<file path="src/rtl/lsu_ctrl.sv">
// lsu_ctrl: memory-stage load/store unit.
// Takes the decoder's MemWrite/AccessMode/DataExtendMode plus the ALU address
// and store data, drives a req/gnt/rvalid data-memory port and returns
// extracted, sign/zero-extended load data. stall holds the pipeline until the
// one-cycle done pulse.
// Optional macro LSU_TIMEOUT_EN: abort an access that waits TIMEOUT_CYCLES
// cycles in REQ or WAIT_R, reporting bus_err. Without it bus_err is tied to 0.
module lsu_ctrl #(
    parameter int XLEN           = 32,
    parameter int TIMEOUT_CYCLES = 255
) (
    input  logic            clk,
    input  logic            rst_n,
    input  logic            req_valid,
    input  logic            MemWrite,
    input  logic [1:0]      AccessMode,
    input  logic            DataExtendMode,
    input  logic [XLEN-1:0] addr,
    input  logic [XLEN-1:0] wdata,
    output logic            stall,
    output logic            done,
    output logic [XLEN-1:0] ReadData,
    output logic            misaligned,
    output logic            bus_err,
    output logic            mem_req,
    output logic            mem_we,
    output logic [XLEN-1:0] mem_addr,
    output logic [3:0]      mem_be,
    output logic [XLEN-1:0] mem_wdata,
    input  logic            mem_gnt,
    input  logic            mem_rvalid,
    input  logic [XLEN-1:0] mem_rdata
);

    localparam logic [1:0] ST_IDLE   = 2'd0;
    localparam logic [1:0] ST_REQ    = 2'd1;
    localparam logic [1:0] ST_WAIT_R = 2'd2;
    localparam logic [1:0] ST_DONE   = 2'd3;

    localparam logic [1:0] AM_BYTE = 2'b00;
    localparam logic [1:0] AM_HALF = 2'b01;
    localparam logic [1:0] AM_WORD = 2'b10;

    // Only a 32-bit datapath and a 16-bit timeout counter are implemented.
    if (XLEN != 32 || TIMEOUT_CYCLES < 1 || TIMEOUT_CYCLES > 65535) begin : g_cfg_check
        $error("lsu_ctrl: unsupported XLEN or TIMEOUT_CYCLES");
    end

    function automatic logic is_misaligned(input logic [1:0] mode, input logic [1:0] off);
        case (mode)
            AM_BYTE: is_misaligned = 1'b0;
            AM_HALF: is_misaligned = off[0];
            AM_WORD: is_misaligned = |off;
            default: is_misaligned = 1'b1;
        endcase
    endfunction

    function automatic logic [3:0] calc_be(input logic [1:0] mode, input logic [1:0] off);
        case (mode)
            AM_BYTE: calc_be = 4'b0001 << off;
            AM_HALF: calc_be = 4'b0011 << {off[1], 1'b0};
            AM_WORD: calc_be = 4'b1111;
            default: calc_be = 4'b0000;
        endcase
    endfunction

    function automatic logic [31:0] replicate(input logic [1:0] mode, input logic [31:0] d);
        case (mode)
            AM_BYTE: replicate = {4{d[7:0]}};
            AM_HALF: replicate = {2{d[15:0]}};
            default: replicate = d;
        endcase
    endfunction

    function automatic logic [31:0] extract_load(input logic [31:0] word, input logic [1:0] mode,
                                                 input logic [1:0] off, input logic sext);
        logic [7:0]  lane_b;
        logic [15:0] lane_h;
        case (off)
            2'd0:    lane_b = word[7:0];
            2'd1:    lane_b = word[15:8];
            2'd2:    lane_b = word[23:16];
            default: lane_b = word[31:24];
        endcase
        lane_h = off[1] ? word[31:16] : word[15:0];
        case (mode)
            AM_BYTE: extract_load = {{24{sext & lane_b[7]}}, lane_b};
            AM_HALF: extract_load = {{16{sext & lane_h[15]}}, lane_h};
            AM_WORD: extract_load = word;
            default: extract_load = 32'h0000_0000;
        endcase
    endfunction

    logic [1:0]      state_r;
    logic [1:0]      next_state_s;
    logic            misalign_s;
    logic            abort_s;
    logic            timeout_s;
    logic            done_r;
    logic            misaligned_r;
    logic            rd_zero_r;
    logic            mem_req_r;
    logic            we_r;
    logic [1:0]      mode_r;
    logic            sext_r;
    logic [1:0]      off_r;
    logic [XLEN-1:0] mem_addr_r;
    logic [3:0]      mem_be_r;
    logic [XLEN-1:0] mem_wdata_r;
    logic [XLEN-1:0] read_data_r;

`ifdef LSU_TIMEOUT_EN
    localparam logic [15:0] TO_LAST = 16'(TIMEOUT_CYCLES - 1);
    logic [15:0] to_cnt_r;
    logic        bus_err_r;

    assign timeout_s = (to_cnt_r == TO_LAST);

    // Wait counter: restarts on entry to REQ or WAIT_R, counts while waiting there
    always_ff @(posedge clk or negedge rst_n) begin
        if (!rst_n) begin
            to_cnt_r <= 16'd0;
        end else if ((next_state_s != state_r) &&
                     ((next_state_s == ST_REQ) || (next_state_s == ST_WAIT_R))) begin
            to_cnt_r <= 16'd0;
        end else if ((state_r == ST_REQ) || (state_r == ST_WAIT_R)) begin
            to_cnt_r <= to_cnt_r + 16'd1;
        end
    end

    // Timeout fault flag, present only during the done cycle of an aborted access
    always_ff @(posedge clk or negedge rst_n) begin
        if (!rst_n) begin
            bus_err_r <= 1'b0;
        end else begin
            bus_err_r <= abort_s;
        end
    end

    assign bus_err = bus_err_r;
`else
    assign timeout_s = 1'b0;
    assign bus_err   = 1'b0;
`endif

    // Next-state decode and the abort flag for a timed-out access
    always_comb begin
        next_state_s = state_r;
        abort_s      = 1'b0;
        misalign_s   = is_misaligned(AccessMode, addr[1:0]);
        case (state_r)
            ST_IDLE: begin
                if (req_valid) begin
                    next_state_s = misalign_s ? ST_DONE : ST_REQ;
                end else begin
                    next_state_s = ST_IDLE;
                end
            end
            ST_REQ: begin
                if (mem_gnt) begin
                    next_state_s = we_r ? ST_DONE : ST_WAIT_R;
                end else if (timeout_s) begin
                    next_state_s = ST_DONE;
                    abort_s      = 1'b1;
                end else begin
                    next_state_s = ST_REQ;
                end
            end
            ST_WAIT_R: begin
                if (mem_rvalid) begin
                    next_state_s = ST_DONE;
                end else if (timeout_s) begin
                    next_state_s = ST_DONE;
                    abort_s      = 1'b1;
                end else begin
                    next_state_s = ST_WAIT_R;
                end
            end
            ST_DONE: next_state_s = ST_IDLE;
            default: next_state_s = ST_IDLE;
        endcase
    end

    // State register, memory request and one-cycle completion status
    always_ff @(posedge clk or negedge rst_n) begin
        if (!rst_n) begin
            state_r      <= ST_IDLE;
            done_r       <= 1'b0;
            mem_req_r    <= 1'b0;
            misaligned_r <= 1'b0;
            rd_zero_r    <= 1'b0;
        end else begin
            state_r      <= next_state_s;
            done_r       <= (next_state_s == ST_DONE);
            mem_req_r    <= (next_state_s == ST_REQ);
            misaligned_r <= (state_r == ST_IDLE) & req_valid & misalign_s;
            // A faulting load shows zero only in its done cycle.
            rd_zero_r    <= ((state_r == ST_IDLE) & req_valid & misalign_s & ~MemWrite) |
                            (abort_s & ~we_r);
        end
    end

    // Capture the access attributes and bus fields when a request is accepted
    always_ff @(posedge clk or negedge rst_n) begin
        if (!rst_n) begin
            we_r        <= 1'b0;
            mode_r      <= 2'b00;
            sext_r      <= 1'b0;
            off_r       <= 2'b00;
            mem_addr_r  <= '0;
            mem_be_r    <= 4'b0000;
            mem_wdata_r <= '0;
        end else if ((state_r == ST_IDLE) && req_valid) begin
            we_r        <= MemWrite;
            mode_r      <= AccessMode;
            sext_r      <= DataExtendMode;
            off_r       <= addr[1:0];
            mem_addr_r  <= {addr[XLEN-1:2], 2'b00};
            mem_be_r    <= calc_be(AccessMode, addr[1:0]);
            mem_wdata_r <= replicate(AccessMode, wdata);
        end
    end

    // Load result register: updated only by a completed load
    always_ff @(posedge clk or negedge rst_n) begin
        if (!rst_n) begin
            read_data_r <= '0;
        end else if ((state_r == ST_WAIT_R) && mem_rvalid) begin
            read_data_r <= extract_load(mem_rdata, mode_r, off_r, sext_r);
        end
    end

    assign stall      = req_valid & ~done_r;
    assign done       = done_r;
    assign misaligned = misaligned_r;
    assign ReadData   = rd_zero_r ? '0 : read_data_r;
    assign mem_req    = mem_req_r;
    assign mem_we     = we_r;
    assign mem_addr   = mem_addr_r;
    assign mem_be     = mem_be_r;
    assign mem_wdata  = mem_wdata_r;

endmodule

</file>
<file path="config.mk">
export PLATFORM = sky130hd
export DESIGN_NAME = lsu_ctrl
export DESIGN_NICKNAME = d
export VERILOG_FILES = /design/src/rtl/lsu_ctrl.sv
export SDC_FILE = /design/constraint.sdc
export NUM_CORES = 1
export LEC_CHECK = 0
export ABC_AREA = 1
export CORE_MARGIN = 5
export CORE_UTILIZATION = 49
export CTS_CLUSTER_DIAMETER = 30
export CTS_CLUSTER_SIZE = 40
export DETAILED_ROUTE_END_ITERATION = 10
export PLACE_DENSITY = 0.86
export SLEW_MARGIN = 20
export SYNTH_ARGS = -nofsm -noshare
export SYNTH_HDL_FRONTEND = slang
export SYNTH_SLANG_ARGS = --single-unit
</file>
<file path="constraint.sdc">
create_clock -name clk -period 3.6 [get_ports clk]
set_input_delay 1.08 -clock clk [delete_from_list [all_inputs] [get_ports clk]]
set_output_delay 1.08 -clock clk [all_outputs]
set_load 0.03 [all_outputs]
</file>
==> results.json <==
{
  "status": "finished clean",
  "wl_mm": 16.8,
  "worstSetupPathType": "in -> out",
  "grt_remaining_overflow": 0,
  "r2r-end": "read_data_r[14]$_DFFE_PN0P_",
  "tritoncts_clock_tree": "built",
  "slew_headroom_pct": 33.6,
  "dpl.hpwl_mm": 12.4,
  "worstSetupStartpointType": "primary input",
  "die_boundary_width_um": 118,
  "placeableCoreArea_mm2": 0.0114,
  "critical_path.most_common_cell": "sky130_fd_sc_hd__clkdlybuf4s50_1",
  "drt_drc_violations_left": 0,
  "mapped_cells": 814,
  "tightest_slew_ns": 0.997,
  "floorplan.die_area_mm2": 0.0139,
  "clock_latency_ns": 0.34,
  "placementRows": 39,
  "power-per-cell-area_mw_per_mm2": 861,
  "finClkSkew_ns": 0.0110,
  "asyncSetResetFlopFracSynth_pct": 100,
  "critical_path_required_ns": 2.52,
  "post_cts_resize_count": 0,
  "vias_per_cell": 4.85,
  "antenna_cells": 0,
  "hold_path.class": "reg -> reg",
  "number_of_antenna_violations_at_the_first_check_in_global_routing": 0,
  "leakage_nw": 4.25,
  "worst-r2r-setup-slack_ns": 1.43,
  "min_to": "read_data_r[17]$_DFFE_PN0P_",
  "reg2reg_from": "off_r[1]$_DFFE_PN0P_",
  "holdPathStages": 2,
  "total_length_of_routed_met3_wires_mm": 1.55,
  "hold_violation_count_in_the_final_report": 0,
  "mappedNetlistArea_mm2": 0.00572,
  "nNetsFinal": 1106,
  "grt_first_pass_wirelength_mm": 27.3,
  "post-cts-setup-buffers": 0,
  "max_cap_violations": 0,
  "cpPeakStageDelay_ns": 0.67,
  "cp_top_family": "buffers and inverters",
  "grt_util_all_layers_pct": 24.0,
  "drive_above_1_share_pct": 4.89,
  "final-max-slew-violation-count": 0,
  "worstPathCellList": "clkdlybuf4s50_1, inv_1, nor2_1, clkdlybuf4s50_1",
  "detail-route-antenna-nets": 0,
  "cts_sinks": 110,
  "highest_layer": "met4",
  "setup-tns-final_ns": 0,
  "finalCriticalPeriod_ns": 3.43,
  "areaGrowthSynthToFinish_pct": 41.5,
  "yosys_warnings": 0,
  "syn_area_per_cell_um2": 7.03,
  "critPathSlowestCell": "sky130_fd_sc_hd__clkdlybuf4s50_1",
  "dominantRegCellSynth": "sky130_fd_sc_hd__dfrtp_1",
  "share_of_the_synthesized_area_in_the_top_cell_type_pct": 48.1,
  "m1_wl_mm": 6.90,
  "report.final.setup_viol": 0,
  "start_util_pct": 50.1,
  "via_count_of_the_first_global_routing_pass": 5500,
  "fmaxAchievable_mhz": 291,
  "detailed_routing_iteration_count_for_the_pre_antenna_repair_pass": 5,
  "reg2reg_depth": 7,
  "route.met2.wl_mm": 8.01,
  "grt_setup_unrepaired": "false",
  "ys_top_cells_by_area": "sky130_fd_sc_hd__dfrtp_1 (48%), sky130_fd_sc_hd__nand2_1 (25%), sky130_fd_sc_hd__inv_1 (5.2%)",
  "ctsRootBufferMaster": "sky130_fd_sc_hd__clkbuf_16",
  "number_of_fill_cells_in_the_layout": 920,
  "holdBufCountCts": 0,
  "min_period_over_period_pct": 95.3,
  "dieHeight_um": 118,
  "drtIter0Drc": 403,
  "worst_setup_path_end_kind": "primary output",
  "critPathArrivalTime_ns": 2.35,
  "seq_area_frac_synth_pct": 48.1,
  "critical_path.n_buffers_inverters": 3,
  "yosysTopAreaCell": "sky130_fd_sc_hd__dfrtp_1",
  "crit_fanout": 2,
  "cts-buffers-inserted": 9,
  "post_drt_wl_per_cell_um": 14.6,
  "netlist_top_cells_count": "sky130_fd_sc_hd__nand2_1 (384), sky130_fd_sc_hd__dfrtp_1 (110), sky130_fd_sc_hd__inv_1 (79)",
  "via_count": 5561,
  "hold_startpoint": "read_data_r[17]$_DFFE_PN0P_",
  "clock_path_buffers": 2,
  "yosys_register_bits": 110,
  "global_placement_routability_congestion": 0.868,
  "io_buffer_count": 207,
  "pin_count_of_the_biggest_net_entering_global_routing": 83,
  "io_pins": 211,
  "clk_pin_slew_worst_paths_ns": 0.07,
  "htreeDepth": 3,
  "ir_drop_worst_vdd_mv": 0.515,
  "synth_enable_flop_cells": 0,
  "synth_cell_types": 28,
  "hold_ws_ns": 0.482,
  "synth.most_common_cell": "sky130_fd_sc_hd__nand2_1"
}
worst max-delay path by stage:
stage	to	start	slack [ns]	cells after the start
after floorplan	stall	req_valid	1.02	2
after global placement	stall	req_valid	0.18	4
after detailed placement	stall	req_valid	0.17	4
after CTS	stall	req_valid	0.17	4
after global routing	stall	req_valid	0.13	4
final	stall	req_valid	0.17	4
per-stage QoR:
stage / total power, W / utilization (%) / std cells / setup WS [ns] / cell area [um^2]
CTS: 0.00703 / 70.9 / 1146 / 0.165 / 8090
global placement: 0.00602 / 68.7 / 1133 / 0.180 / 7840
global route: 0.00744 / 70.9 / 1146 / 0.132 / 8090
detailed placement: 0.00609 / 68.7 / 1133 / 0.167 / 7840
floorplan: 0.00455 / - / 816 / 1.02 / 5730
finish: 0.00697 / 70.9 / 1146 / 0.169 / 8090
sequential cells by signal, indices dropped and copies added, names as in the netlist:
register	cells
misaligned	1
mem_we	1
off_r	2
mem_req	1
sext_r	1
mem_be	4
rd_zero_r	1
state_r	2
mode_r	2
mem_wdata	32
mem_addr	30
read_data_r	32
done	1
tightest hold or removal path, cell delays in order, from the launching register on:
cell                      delay (ns)
sky130_fd_sc_hd__dfrtp_1        0.34
sky130_fd_sc_hd__nand2_1        0.05
sky130_fd_sc_hd__nand2_1        0.06
cell families (layout without fill, tap and decap cells):
group / Yosys count / count (layout) / share of synthesized area (%)
and+or+nand+nor: 513 / 513 / 36.2
buffers and inverters: 128 / 315 / 9.86
AOI/OAI and AO/OA: 62 / 62 / 5.79
other: 1 / 3 / 0.0655
DFF: 110 / 110 / 48.1
where the power goes:
| part | switching, W | internal (W) | leakage (nW) | total, W |
|---|---|---|---|---|
| registers | 0.000380 | 0.00178 | 1.39 | 0.00216 |
| clock network | 0.000441 | 0.000463 | 0.125 | 0.000904 |
| logic | 0.00241 | 0.00150 | 2.73 | 0.00391 |
| total | 0.00323 | 0.00374 | 4.25 | 0.00697 |
cell type report:
type / instances / area (um^2) / share of cell area, %
Tap cell: 143 / 179 / 2.21
Clock inverter: 3 / 22.5 / 0.278
Timing Repair Buffer: 215 / 2150 / 26.6
Sequential cell: 110 / 2750 / 34.0
Multi-Input combinational cell: 578 / 2420 / 30.0
Inverter: 87 / 332 / 4.10
Clock buffer: 10 / 229 / 2.83
layout by cell type, fill, tap and decap left out, drive strengths merged:
cell type / netlist / layout
clkbuf: 8 / 10
o211ai: 1 / 1
conb: 1 / 3
nand4: 1 / 1
clkinv: 1 / 2
nand3: 37 / 37
buf: 33 / 9
nor3: 1 / 1
a41oi: 1 / 1
inv: 86 / 88
o21ai: 33 / 33
nand2: 395 / 395
dfrtp: 110 / 110
a22oi: 2 / 2
nor2: 79 / 79
a21oi: 24 / 24
clkdlybuf4s50: 0 / 206
o21a: 1 / 1
metal layers:
| metal | up-vias | track usage, % |
|---|---|---|
| met5 | - | 0 |
| met4 | 0 | 6.52 |
| met3 | 23 | 8.94 |
| met2 | 197 | 39.9 |
| met1 | 2531 | 29.4 |
| li1 | 2810 | - |
Power figures use the tool's default switching activity.
